[src/rtl/pong_pkg.sv]
// Shared paddle constants, state encoding, frame layout and small decode helpers.
// Latency: n/a (types and pure functions only).
// Backpressure: n/a.
package pong_pkg;

  localparam int POS_W = 7;
  localparam logic [POS_W-1:0] POS_CENTER = 7'd50;
  localparam logic [POS_W-1:0] POS_MAX    = 7'd99;

  // Link state: IDLE until the first good frame, TRACK while frames keep arriving,
  // LOST after the tick timeout expires with no accepted frame.
  typedef enum logic [1:0] {
    IDLE  = 2'd0,
    TRACK = 2'd1,
    LOST  = 2'd2
  } state_t;

  // Frame as delivered by the serial receiver, one decimal digit per byte.
  typedef struct packed {
    logic [7:0] a_tens;
    logic [7:0] a_units;
    logic [7:0] b_tens;
    logic [7:0] b_units;
  } code_t;

  // One position-sized value per player.
  typedef struct packed {
    logic [POS_W-1:0] a;
    logic [POS_W-1:0] b;
  } pair_t;

  // A byte is a legal digit only when it is 0..9.
  function automatic logic digit_ok(input logic [7:0] d);
    return (d <= 8'd9);
  endfunction

  // tens*10+units; callers only use it on legal digits, so the result is 0..99.
  function automatic logic [POS_W-1:0] bcd_to_pos(input logic [7:0] tens,
                                                   input logic [7:0] units);
    return POS_W'(tens * 8'd10 + units);
  endfunction

  // Floor average of two positions, computed one bit wider to keep the carry.
  function automatic logic [POS_W-1:0] pos_avg(input logic [POS_W-1:0] p,
                                                input logic [POS_W-1:0] n);
    return POS_W'(({1'b0, p} + {1'b0, n}) >> 1);
  endfunction

endpackage

[src/rtl/paddle_slew.sv]
// Slew-rate limiter: moves one paddle position toward its target by at most STEP per enable.
// Latency: position updates on the clock edge where en is sampled high.
// Backpressure: none; en is a strobe, target is sampled only when en is high.
module paddle_slew
  import pong_pkg::*;
#(
  parameter int STEP = 2
) (
  input  logic             clk,
  input  logic             rst_n,
  input  logic             en,
  input  logic [POS_W-1:0] target,
  output logic [POS_W-1:0] pos
);

  localparam logic [POS_W-1:0] STEP_V = POS_W'(STEP);

  logic [POS_W-1:0] diff_up;
  logic [POS_W-1:0] diff_dn;
  logic [POS_W-1:0] pos_nxt;

  // Next position: snap to target when close enough, otherwise step toward it.
  always_comb begin
    diff_up = target - pos;
    diff_dn = pos - target;
    pos_nxt = pos;
    if (target > pos) begin
      pos_nxt = (diff_up <= STEP_V) ? target : pos + STEP_V;
    end else if (target < pos) begin
      pos_nxt = (diff_dn <= STEP_V) ? target : pos - STEP_V;
    end
    // Targets are already bounded; this keeps the court limit local to the limiter.
    if (pos_nxt > POS_MAX) begin
      pos_nxt = POS_MAX;
    end
  end

  // Position register, centred on reset, advanced only on enabled ticks.
  always_ff @(posedge clk or negedge rst_n) begin
    if (!rst_n) begin
      pos <= POS_CENTER;
    end else if (en) begin
      pos <= pos_nxt;
    end
  end

endmodule

[src/rtl/paddle_track.sv]
// Paddle tracker: validates digit frames, sets per-player targets, slews paddles on a prescaled tick, watches link timeout.
// Latency: frame_ok/frame_err and target one cycle after code_stb; positions move on ticks; link_lost lags state by one cycle.
// Backpressure: none; every code_stb is consumed. Optional PADDLE_FILTER_EN averages each new value with the previous accepted one.
module paddle_track
  import pong_pkg::*;
#(
  parameter int TICK_DIV = 50000,
  parameter int STEP     = 2,
  parameter int TIMEOUT  = 255
) (
  input  logic             clk,
  input  logic             rst_n,
  input  logic [31:0]      code,
  input  logic             code_stb,
  output logic [POS_W-1:0] pos_a,
  output logic [POS_W-1:0] pos_b,
  output logic             frame_ok,
  output logic             frame_err,
  output logic [7:0]       err_cnt,
  output logic             link_lost
);

  localparam int PW = (TICK_DIV > 1) ? $clog2(TICK_DIV) : 1;
  localparam logic [PW-1:0] PRE_LAST = PW'(TICK_DIV - 1);
  localparam int TW = (TIMEOUT > 1) ? $clog2(TIMEOUT + 1) : 1;
  localparam logic [TW-1:0] TO_LAST = TW'(TIMEOUT - 1);

  code_t          fr;
  logic           bytes_ok;
  logic           accept;
  logic           reject;
  pair_t          raw;
  pair_t          tgt;
  pair_t          tgt_nxt;
  logic [PW-1:0]  pcnt;
  logic           tick;
  state_t         state;
  logic [TW-1:0]  tcnt;
  logic           move_en;

  assign fr = code;

  // Frame check and digit-pair decode, evaluated in the strobe cycle.
  always_comb begin
    bytes_ok = digit_ok(fr.a_tens) && digit_ok(fr.a_units) &&
               digit_ok(fr.b_tens) && digit_ok(fr.b_units);
    raw.a    = bcd_to_pos(fr.a_tens, fr.a_units);
    raw.b    = bcd_to_pos(fr.b_tens, fr.b_units);
  end

  assign accept = code_stb & bytes_ok;
  assign reject = code_stb & ~bytes_ok;

`ifdef PADDLE_FILTER_EN
  pair_t prev;
  logic  have_prev;

  // Smoothed target: mean of the previous accepted value and this one; the first frame loads directly.
  always_comb begin
    tgt_nxt = raw;
    if (have_prev) begin
      tgt_nxt.a = pos_avg(prev.a, raw.a);
      tgt_nxt.b = pos_avg(prev.b, raw.b);
    end
  end

  // Remember the raw accepted values (not the smoothed ones) for the next average.
  always_ff @(posedge clk or negedge rst_n) begin
    if (!rst_n) begin
      prev      <= '{a: POS_CENTER, b: POS_CENTER};
      have_prev <= 1'b0;
    end else if (accept) begin
      prev      <= raw;
      have_prev <= 1'b1;
    end
  end
`else
  // Unfiltered target: the latest accepted value.
  always_comb begin
    tgt_nxt = raw;
  end
`endif

  // Frame outcome pulses, target register and saturating reject counter.
  always_ff @(posedge clk or negedge rst_n) begin
    if (!rst_n) begin
      frame_ok  <= 1'b0;
      frame_err <= 1'b0;
      err_cnt   <= 8'd0;
      tgt       <= '{a: POS_CENTER, b: POS_CENTER};
    end else begin
      frame_ok  <= accept;
      frame_err <= reject;
      if (accept) begin
        tgt <= tgt_nxt;
      end
      if (reject && (err_cnt != 8'hFF)) begin
        err_cnt <= err_cnt + 8'd1;
      end
    end
  end

  // Free-running prescaler; tick is high for the last count of each period.
  always_ff @(posedge clk or negedge rst_n) begin
    if (!rst_n) begin
      pcnt <= '0;
    end else if (pcnt == PRE_LAST) begin
      pcnt <= '0;
    end else begin
      pcnt <= pcnt + PW'(1);
    end
  end

  assign tick = (pcnt == PRE_LAST);

  // Link FSM with tick-based timeout; link_lost registers the pre-edge state so it trails by a cycle.
  always_ff @(posedge clk or negedge rst_n) begin
    if (!rst_n) begin
      state     <= IDLE;
      tcnt      <= '0;
      link_lost <= 1'b1;
    end else begin
      link_lost <= (state != TRACK);
      case (state)
        IDLE: begin
          if (accept) begin
            state <= TRACK;
            tcnt  <= '0;
          end
        end
        TRACK: begin
          if (accept) begin
            tcnt <= '0;
          end else if (tick) begin
            if (tcnt == TO_LAST) begin
              state <= LOST;
              tcnt  <= '0;
            end else begin
              tcnt <= tcnt + TW'(1);
            end
          end
        end
        LOST: begin
          if (accept) begin
            state <= TRACK;
            tcnt  <= '0;
          end
        end
        default: begin
          state <= IDLE;
          tcnt  <= '0;
        end
      endcase
    end
  end

  // Paddles only move on ticks while tracking; the registered target seen here predates any same-cycle load.
  assign move_en = tick && (state == TRACK);

  paddle_slew #(.STEP(STEP)) u_slew_a (
    .clk    (clk),
    .rst_n  (rst_n),
    .en     (move_en),
    .target (tgt.a),
    .pos    (pos_a)
  );

  paddle_slew #(.STEP(STEP)) u_slew_b (
    .clk    (clk),
    .rst_n  (rst_n),
    .en     (move_en),
    .target (tgt.b),
    .pos    (pos_b)
  );

endmodule
[config.mk]
export PLATFORM = sky130hd
export DESIGN_NAME = paddle_track
export DESIGN_NICKNAME = d
export VERILOG_FILES = /design/src/rtl/pong_pkg.sv /design/src/rtl/paddle_slew.sv /design/src/rtl/paddle_track.sv
export SDC_FILE = /design/constraint.sdc
export NUM_CORES = 1
export LEC_CHECK = 0
export CORE_AREA = 3 3 97 99
export DETAILED_ROUTE_END_ITERATION = 10
export DIE_AREA = 0 0 100 102
export DONT_BUFFER_PORTS = 1
export MAX_ROUTING_LAYER = met4
export PLACE_DENSITY = 0.91
export RECOVER_POWER = 50
export SKIP_CTS_REPAIR_TIMING = 1
export SLEW_MARGIN = 40
export SYNTH_ARGS = -nofsm -noshare
export SYNTH_HDL_FRONTEND = slang
export SYNTH_SLANG_ARGS = --single-unit
export TNS_END_PERCENT = 5
[constraint.sdc]
create_clock -name clk -period 4.12 [get_ports clk]
set_clock_uncertainty 0.15 [all_clocks]
set_input_delay 0.824 -clock clk [delete_from_list [all_inputs] [get_ports clk]]
set_output_delay 0.824 -clock clk [all_outputs]
set_load 0.01 [all_outputs]
==> results of run 1 <==
==> critical path, cell delays in order (launching register included) <==
cell	delay (ps)
dfstp_2	630
inv_1	140
ha_1	440
and3_4	220
o21a_1	120
or3_4	340
a2111oi_4	460
nand2_4	130
or4_4	500
o2111ai_2	130
nor3_4	100
a2111oi_2	310
a311oi_1	90
==> metal layers <==
layer | up-vias | wire length, um | global-route usage
li1 | 2209 | - | -
met1 | 2269 | 5679 | 0.3598
met2 | 196 | 6449 | 0.4541
met3 | 25 | 1154 | 0.06212
met4 | 0 | 242 | 0.09016
met5 | - | 0 | -
==> layout make-up <==
| class | instances | area (um^2) |
|---|---|---|
| well taps | 108 | 135.1 |
| inverters | 59 | 221.5 |
| multi-input cells | 473 | 3588 |
| fillers | 666 | 2698 |
| clock buffers | 14 | 172.7 |
| flip-flops and latches | 65 | 1643 |
| repair buffers | 18 | 140.1 |
| clock inverters | 2 | 37.54 |
==> logic make-up (layout without fill, tap and decap cells) <==
kind of cell	Yosys count	in the layout	synth area share
compound gates	148	148	0.1934
flops	65	65	0.2970
fa+ha+maj	60	60	0.1466
mux	21	21	0.03913
buf+inv	79	93	0.05745
simple gates	185	185	0.1730
xor+xnor	59	59	0.09342
==> layout by cell type, fill, tap and decap left out, drive strengths merged, types with 16 or more instances in the layout <==
cell	synthesis	routed
a21oi	31	31
dfrtp	52	52
xor2	17	17
nor2	41	41
buf	7	16
nand2	47	47
inv	59	59
o21ai	38	38
nand3	26	26
ha	52	52
xnor2	42	42
mux2i	16	16
==> metrics by stage <==
| stage | hold WS [ps] | std cells |
|---|---|---|
| final | 19.36 | 739 |
| after global routing | 1.722 | 739 |
| after CTS | 1.560 | 737 |
| after detailed placement | 314.5 | 721 |
| after global placement | 288.1 | 721 |
| after floorplan | 275.1 | 617 |
==> path summary, 6_finish.rpt <==
path	from	end	slack (ps)
setup reg to reg	u_slew_b.pos[4]$_DFFE_PN1P_	u_slew_b.pos[0]$_DFFE_PN0P_	210
min in group clk	pcnt[0]$_DFF_PN0_	pcnt[0]$_DFF_PN0_	320
setup / recovery	u_slew_b.pos[4]$_DFFE_PN1P_	u_slew_b.pos[0]$_DFFE_PN0P_	210
hold reg to reg	pcnt[0]$_DFF_PN0_	pcnt[0]$_DFF_PN0_	320
max in group asynchronous	rst_n	pcnt[3]$_DFF_PN0_	2900
hold / removal	rst_n	state[1]$_DFFE_PN0P_	20
==> registers in the layout, summed over array words and instances (netlist names) <==
name / cells
err_cnt: 8
frame_err: 1
frame_ok: 1
link_lost: 1
pcnt: 16
state: 2
tcnt: 8
tgt: 14
u_slew_a.pos: 7
u_slew_b.pos: 7
==> where the power goes <==
| part | switching, uW | leakage, uW | internal [uW] | total [uW] |
|---|---|---|---|---|
| logic | 81.3 | 0.00178 | 91.2 | 173 |
| registers | 58.8 | 0.000797 | 671 | 730 |
| clock network | 245 | 0.000103 | 330 | 575 |
==> impl_metrics.env, run 1 <==
export IMPL_slew_violations=0
export IMPL_worst_setup_hold_path_clk_slew_ps=80
export IMPL_total_die_area_mm2=0.01020
export IMPL_tritoncts="done"
export IMPL_power_leakage_uw=0.002677
export IMPL_synth_cell_area_mm2=0.005532
export IMPL_max_slew_worst_pin_slew_ps=725.9
export IMPL_post_route_fraction_of_the_period_consumed_by_the_critical_path=0.9496
export IMPL_globalplace_congestion=0.9448
export IMPL_critPathRequiredTime_ps=4180
export IMPL_hp_class="in -> async"
export IMPL_synth_area_leader_cell="dfrtp_1"
export IMPL_num_vias=4699
export IMPL_clock_insertion_delay_worst_skew_ps=350
export IMPL_design_core_area_mm2=0.008636
export IMPL_finalWorstSetupSlack_ps=207.7
export IMPL_grt_pass1_vias=4727
export IMPL_netlist_instances=617
export IMPL_area_growth_pct=7.351
export IMPL_initial_utilization=0.6405
export IMPL_leading_register_cell_type_out_of_synthesis="dfrtp_1"
export IMPL_cts_made_buffers=9
export IMPL_async_flop_share=1.000
export IMPL_port_buffers=0
export IMPL_avgSynthCellArea_um2=8.965
export IMPL_dpl_cell_area_mm2=0.005695
export IMPL_final_hold_violation_count=0
export IMPL_drt_wl_total_mm=13.53
export IMPL_die_x_um=100
export IMPL_nNetsFinal=721
export IMPL_yosysWarnings=0
export IMPL_yosys_top_cells_count="inv_1 (59), dfrtp_1 (52), ha_1 (52)"
export IMPL_synth_fp_nets=712
export IMPL_criticalPathCategory="reg -> reg"
export IMPL_synth_ff_latch_count=65
export IMPL_detail_route_iter0_violations=387
export IMPL_power_ir_vdd_worst_mv=0.2813
export IMPL_final_layout_size_suffix_gt1_frac=0.1109
export IMPL_setup_viol=0
export IMPL_synth_sequential_area_ratio=0.2970
export IMPL_drt_pass1_iter_count=5
export IMPL_total_power_uw=1477
export IMPL_via_to_cell_ratio=6.359
export IMPL_final_antenna_net_count=0
export IMPL_wl_per_cell_um=18.30
export IMPL_worst_r2r_cell_count=12
export IMPL_htree_levels=3
export IMPL_grt_antenna_before_repair=0
export IMPL_dp_hpwl_mm=10.21
export IMPL_rsz0062_at_grt="no"
export IMPL_cellPowerDensity_mw_per_mm2=248.8
export IMPL_ys_types=72
export IMPL_grt_first_pass_wirelength_mm=22.38
export IMPL_synth_top_cells_by_area="dfrtp_1 (24%), ha_1 (12%), xnor2_1 (6.7%), dfstp_2 (6.2%), inv_1 (4.0%)"
export IMPL_ioPinCount=60
export IMPL_cp_data_arrival_time_ps=3970
export IMPL_final_area_mm2=0.005938
export IMPL_peak_freq_mhz=255.6
export IMPL_grt_max_degree=66
export IMPL_grt_overflow_total=0
export IMPL_critical_path_max_fanout=8
export IMPL_crit_path_end_kind="register"
export IMPL_fp_dieH_um=102
export IMPL_detail_route_drc_violations=0
export IMPL_insertedDiodeCount=0
export IMPL_floorplan_rows=34
export IMPL_clock_path_buffers=2
export IMPL_synth_edff_count=0
export IMPL_slew_headroom=0.5149
export IMPL_result_of_the_run="finished, final reports clean"
export IMPL_clkSinkCount=65
export IMPL_buffer_cell_driving_the_clock_tree_root="clkbuf_8"
export IMPL_cap_violations=0
export IMPL_yosysTopAreaCellShare=0.2352
export IMPL_worstSetupStartpointType="register"
export IMPL_pre_cts_ws_ps=211.6
export IMPL_post_synth_top_count_cell="inv_1"
export IMPL_tns_ps=0
export IMPL_fin_crit_ps=3912
export IMPL_finalCoreUtilization=0.6876
export IMPL_grt_use_total=0.2830
Power figures use the tool's default switching activity.
==> inputs of run 2 (changes only) <==
==> constraint.sdc (replaced) <==
create_clock -name clk -period 4.12 [get_ports clk]
set_clock_uncertainty 0.15 [all_clocks]
set_input_delay 0.412 -clock clk [delete_from_list [all_inputs] [get_ports clk]]
set_output_delay 0.412 -clock clk [all_outputs]
set_load 0.01 [all_outputs]
==> run 2 against run 1 <==
Effect of this change: the flow now finishes with violations (capacitance limit, slew limit); register-to-register slack better by 40 ps; non-clock buffer count is 1 higher; sequential share of layout area is 0.14 points lower; hold slack better by 11 ps; design area is 0.53% higher; largest power group unchanged; highest routed layer unchanged.
==> impl_metrics.env, run 2 (synthesis results as in run 1) <==
export IMPL_result_of_the_run="finished with violations"
export IMPL_failing_checks="capacitance limit, slew limit"
export IMPL_setup_viol=0
export IMPL_cts_made_buffers=9
export IMPL_floorplan_rows=34
export IMPL_pre_cts_ws_ps=164.4
export IMPL_power_leakage_uw=0.002708
export IMPL_design_core_area_mm2=0.008636
export IMPL_drt_wl_total_mm=13.79
export IMPL_peak_freq_mhz=258.3
export IMPL_top_register="pcnt"
export IMPL_initial_utilization=0.6405
export IMPL_grt_pass1_vias=4748
export IMPL_via_to_cell_ratio=6.478
export IMPL_most_frequent_standard_cell_in_the_layout_excluding_fill_and_tap_cells="inv_1"
export IMPL_biggestRegsByFlops="pcnt x16, tgt x14"
export IMPL_rsz0062_at_grt="no"
export IMPL_port_buffers=0
export IMPL_drt_pass1_iter_count=5
export IMPL_insertedDiodeCount=0
export IMPL_nNetsFinal=722
export IMPL_cap_violations=1
export IMPL_slew_violations=66
export IMPL_ioPinCount=60
export IMPL_dp_hpwl_mm=10.23
export IMPL_detail_route_drc_violations=0
export IMPL_final_hold_violation_count=0
export IMPL_cellPowerDensity_mw_per_mm2=257.7
export IMPL_max_slew_worst_pin_slew_ps=2900
export IMPL_hp_class="in -> reg"
export IMPL_post_route_fraction_of_the_period_consumed_by_the_critical_path=0.9398
export IMPL_worst_setup_hold_path_clk_slew_ps=70
export IMPL_final_layout_size_suffix_gt1_frac=0.1155
export IMPL_fp_dieH_um=102
export IMPL_cp_data_arrival_time_ps=3940
export IMPL_critical_path_max_fanout=8
export IMPL_total_power_uw=1538
export IMPL_final_antenna_net_count=0
export IMPL_grt_use_total=0.2817
export IMPL_tritoncts="done"
export IMPL_clock_path_buffers=2
export IMPL_fin_crit_ps=3872
export IMPL_finalCoreUtilization=0.6912
export IMPL_total_die_area_mm2=0.01020
export IMPL_grt_first_pass_wirelength_mm=22.38
export IMPL_power_ir_vdd_worst_mv=0.2644
export IMPL_grt_overflow_total=0
export IMPL_globalplace_congestion=1.043
export IMPL_htree_levels=3
export IMPL_area_growth_pct=7.917
export IMPL_criticalPathCategory="reg -> reg"
export IMPL_largest_register_ff_count=16
export IMPL_mostFrequentLayoutCells="inv_1 (59), dfrtp_1 (52), ha_1 (51)"
export IMPL_worstSetupStartpointType="register"
export IMPL_clock_insertion_delay_worst_skew_ps=360
export IMPL_wl_per_cell_um=18.64
export IMPL_tns_ps=0
export IMPL_crit_path_end_kind="register"
export IMPL_buffer_cell_driving_the_clock_tree_root="clkbuf_8"
export IMPL_grt_max_degree=66
export IMPL_die_x_um=100
export IMPL_grt_antenna_before_repair=0
export IMPL_num_vias=4794
export IMPL_clkSinkCount=65
export IMPL_detail_route_iter0_violations=325
export IMPL_critPathRequiredTime_ps=4190
export IMPL_finalWorstSetupSlack_ps=248.1
export IMPL_slew_headroom=-0.9336
-- run 2: changes by cell type in the layout (fill, tap and decap cells not counted), sizes merged --
cell | before | now
dlymetal6s2s | 0 | 1
clkbuf | 14 | 10
inv | 59 | 60
clkinv | 0 | 2
clkdlybuf4s25 | 0 | 1
bufinv | 1 | 2
dlygate4sd3 | 2 | 1
-- run 2: metal layers --
metal | up-vias | GRT usage | wire, um
li1 | 2214 | - | -
met1 | 2308 | 0.3442 | 5484
met2 | 236 | 0.4602 | 6730
met3 | 36 | 0.08123 | 1311
met4 | 0 | 0.07668 | 265
met5 | - | - | 0
-- run 2: area by class of cell --
class / count / area (um^2)
multi-input cells: 473 / 3590
repair buffers: 19 / 152.6
well taps: 108 / 135.1
clock buffers: 10 / 137.6
fillers: 644 / 2666
inverters: 59 / 221.5
clock inverters: 6 / 90.09
flip-flops and latches: 65 / 1643
-- run 2: final timing paths --
check / startpoint / to / slack [ps] / cells past startpoint
worst max register to register: u_slew_b.pos[1]$_DFFE_PN1P_ / u_slew_b.pos[0]$_DFFE_PN0P_ / 250 / 12
min in group asynchronous: rst_n / pcnt[8]$_DFF_PN0_ / 1630 / 2
max in group asynchronous: rst_n / u_slew_a.pos[6]$_DFFE_PN0P_ / 560 / 2
worst max-delay path: u_slew_b.pos[1]$_DFFE_PN1P_ / u_slew_b.pos[0]$_DFFE_PN0P_ / 250 / 12
worst min-delay path: code[0] / tgt[0]$_DFFE_PN0P_ / 30 / 2
worst min register to register: pcnt[0]$_DFF_PN0_ / pcnt[0]$_DFF_PN0_ / 310 / 1
-- run 2: power breakdown --
| part | leakage [uW] | total [uW] | internal, uW | switching [uW] |
|---|---|---|---|---|
| logic | 0.00180 | 182 | 91.0 | 91.0 |
| registers | 0.000797 | 732 | 671 | 60.9 |
| clock network | 0.000113 | 624 | 359 | 265 |
-- run 2: through the flow --
stage	instances	hold slack (ps)	instance area (um^2)
detailed placement	721	-31.95	5695
global placement	721	-31.59	5695
floorplan	617	-33.59	5532
finish	740	30.10	5969
global route	740	14.58	5969
CTS	737	-423.3	5923
-- run 2: critical path, cell delays in order, from the launching register on --
cell and delay, ps:
dfstp_2 650, inv_1 130, ha_1 380, nor2b_1 160
o21a_1 200, or3_4 340, a2111oi_4 400, nand2_4 130
or4_4 500, o2111ai_2 130, nor3_4 110, a2111oi_2 350
a311oi_1 100
==> inputs of run 3 (changes only) <==
--- a/constraint.sdc
+++ b/constraint.sdc
@@ -4,2 +4,2 @@
 set_output_delay 0.412 -clock clk [all_outputs]
-set_load 0.01 [all_outputs]
+set_load 0.05 [all_outputs]
==> run 3 against run 2 <==
Effect of this change: the run still ends with capacitance limit, slew limit left; register-to-register slack worse by 20 ps; sequential share of layout area rose by 0.15 points; wire length up 1.2%; first-iteration DRC count decreased by 16%; design area down 0.55%; cell count grew 0.68%; hold slack improved by 5.0 ps; worst setup slack worse by 22 ps; critical path type unchanged; critical endpoint unchanged.
==> impl_metrics.env, run 3 (synthesis results as in run 1) <==
export IMPL_result_of_the_run="finished with violations"
export IMPL_failing_checks="capacitance limit, slew limit"
export IMPL_design_core_area_mm2=0.008636
export IMPL_peak_freq_mhz=256.8
export IMPL_layout_cells_non_filler=745
export IMPL_regArea_mm2=0.001643
export IMPL_pre_cts_ws_ps=286.3
export IMPL_cap_violations=1
export IMPL_cts_made_buffers=9
export IMPL_dp_hpwl_mm=10.75
export IMPL_post_route_fraction_of_the_period_consumed_by_the_critical_path=0.9452
export IMPL_worstHoldPathCells=2
export IMPL_critical_path_max_fanout=8
export IMPL_detail_route_iter0_violations=274
export IMPL_worst_r2r_cell_count=12
export IMPL_grt_first_pass_wirelength_mm=22.45
export IMPL_multi_input_logic_area_mm2=0.003571
export IMPL_fin_crit_ps=3894
export IMPL_regToRegSetupSlack_ps=230
export IMPL_drt_wl_total_mm=13.96
export IMPL_worstSetupStartpointType="register"
export IMPL_biggestRegsByFlops="pcnt x16, tgt x14"
export IMPL_largest_register_ff_count=16
export IMPL_num_vias=4750
export IMPL_numPlacedInstances=727
export IMPL_rsz0062_at_grt="no"
export IMPL_insertedDiodeCount=0
export IMPL_grt_met3_usage=0.05188
export IMPL_slew_violations=66
export IMPL_grt_use_total=0.2841
export IMPL_holdCritStartpoint="code[16]"
export IMPL_die_x_um=100
export IMPL_cp_data_arrival_time_ps=3940
export IMPL_mostFrequentLayoutCells="inv_1 (59), ha_1 (52), dfrtp_1 (52)"
export IMPL_critPathRequiredTime_ps=4170
export IMPL_criticalPathCategory="reg -> reg"
export IMPL_drt_pass1_iter_count=7
export IMPL_slew_headroom=-0.9811
export IMPL_port_buffers=0
export IMPL_hp_class="in -> reg"
export IMPL_met1_usage=0.3763
export IMPL_final_area_mm2=0.005937
export IMPL_grt_busiest_layer="met2"
export IMPL_clock_path_buffers=2
export IMPL_total_power_uw=1563
export IMPL_setup_viol=0
export IMPL_grt_antenna_before_repair=0
export IMPL_finalWorstSetupSlack_ps=225.6
export IMPL_worst_setup_hold_path_clk_slew_ps=80
export IMPL_globalplace_congestion=0.9873
export IMPL_globalRouteMet2Util=0.4546
export IMPL_tns_ps=0
export IMPL_ioPinCount=60
export IMPL_nFillCells=681
export IMPL_detail_route_drc_violations=0
export IMPL_final_hold_violation_count=0
export IMPL_final_layout_size_suffix_gt1_frac=0.1099
export IMPL_power_ir_vdd_worst_mv=0.4248
export IMPL_clkSinkCount=65
export IMPL_initial_utilization=0.6405
export IMPL_top_register="pcnt"
export IMPL_dpl_cell_area_mm2=0.005741
export IMPL_crit_path_end_kind="register"
export IMPL_via_to_cell_ratio=6.376
export IMPL_wl_per_cell_um=18.73
export IMPL_total_die_area_mm2=0.01020
export IMPL_most_frequent_standard_cell_in_the_layout_excluding_fill_and_tap_cells="inv_1"
export IMPL_clock_insertion_delay_worst_skew_ps=350
export IMPL_grt_pass1_vias=4515
export IMPL_whs_endpoint="tgt[7]$_DFFE_PN0P_"
export IMPL_tritoncts="done"
export IMPL_grt_max_degree=66
export IMPL_htree_levels=3
export IMPL_power_leakage_uw=0.002675
export IMPL_floorplan_rows=34
export IMPL_max_slew_worst_pin_slew_ps=2972
export IMPL_r2r_path_start="u_slew_b.pos[4]$_DFFE_PN1P_"
export IMPL_grt_overflow_total=0
export IMPL_area_growth_pct=7.329
export IMPL_final_antenna_net_count=0
export IMPL_nNetsFinal=727
export IMPL_buffer_cell_driving_the_clock_tree_root="clkbuf_8"
export IMPL_cellPowerDensity_mw_per_mm2=263.3
export IMPL_r2r_end="u_slew_b.pos[0]$_DFFE_PN0P_"
export IMPL_fp_dieH_um=102
run 3: metrics by stage:
stage / util / hold WS [ps]
2_1_floorplan: - / -33.59
3_3_place_gp: 0.6647 / -31.85
3_5_place_dp: 0.6647 / -31.93
4_1_cts: 0.6875 / -413.3
5_1_grt: 0.6875 / 29.17
6_report: 0.6875 / 35.11
run 3: worst max path at each step:
stage                                  endpoint                         from  depth (start not counted)
global placement    u_slew_b.pos[0]$_DFFE_PN0P_  u_slew_b.pos[1]$_DFFE_PN1P_                         12
floorplan           u_slew_b.pos[0]$_DFFE_PN0P_  u_slew_b.pos[3]$_DFFE_PN0P_                         13
CTS                 u_slew_b.pos[0]$_DFFE_PN0P_  u_slew_b.pos[4]$_DFFE_PN1P_                         12
finish              u_slew_b.pos[0]$_DFFE_PN0P_  u_slew_b.pos[4]$_DFFE_PN1P_                         12
detailed placement  u_slew_b.pos[0]$_DFFE_PN0P_  u_slew_b.pos[4]$_DFFE_PN1P_                         12
global route        u_slew_b.pos[0]$_DFFE_PN0P_           tgt[1]$_DFFE_PN1P_                         12
run 3: layout make-up:
type | count | area share
sequential | 65 | 0.2767
inverter | 59 | 0.03730
multi-input combinational | 473 | 0.6015
clock inverter | 6 | 0.01159
timing repair buffer | 24 | 0.02866
clock buffer | 10 | 0.02150
tap | 108 | 0.02276
run 3: critical path, stage by stage, from the launching register on:
cell,delay (ps)
dfstp_2,530
inv_1,90
ha_1,430
and3_4,220
o21a_1,130
or3_4,340
a2111oi_4,470
nand2_4,130
mux2i_1,150
a211oi_1,380
nand3_1,190
a2111oi_2,430
a311oi_1,100
run 3: routing by layer:
metal / vias up / wire, um
li1: 2219 / -
met4: 0 / 233
met2: 191 / 6748
met1: 2313 / 6020
met5: - / 0
met3: 27 / 952
run 3: where the power goes:
| part | internal [uW] | switching [uW] |
|---|---|---|
| clock network | 281 | 266 |
| logic | 92.3 | 94.6 |
| registers | 668 | 161 |
| total | 1040 | 521 |
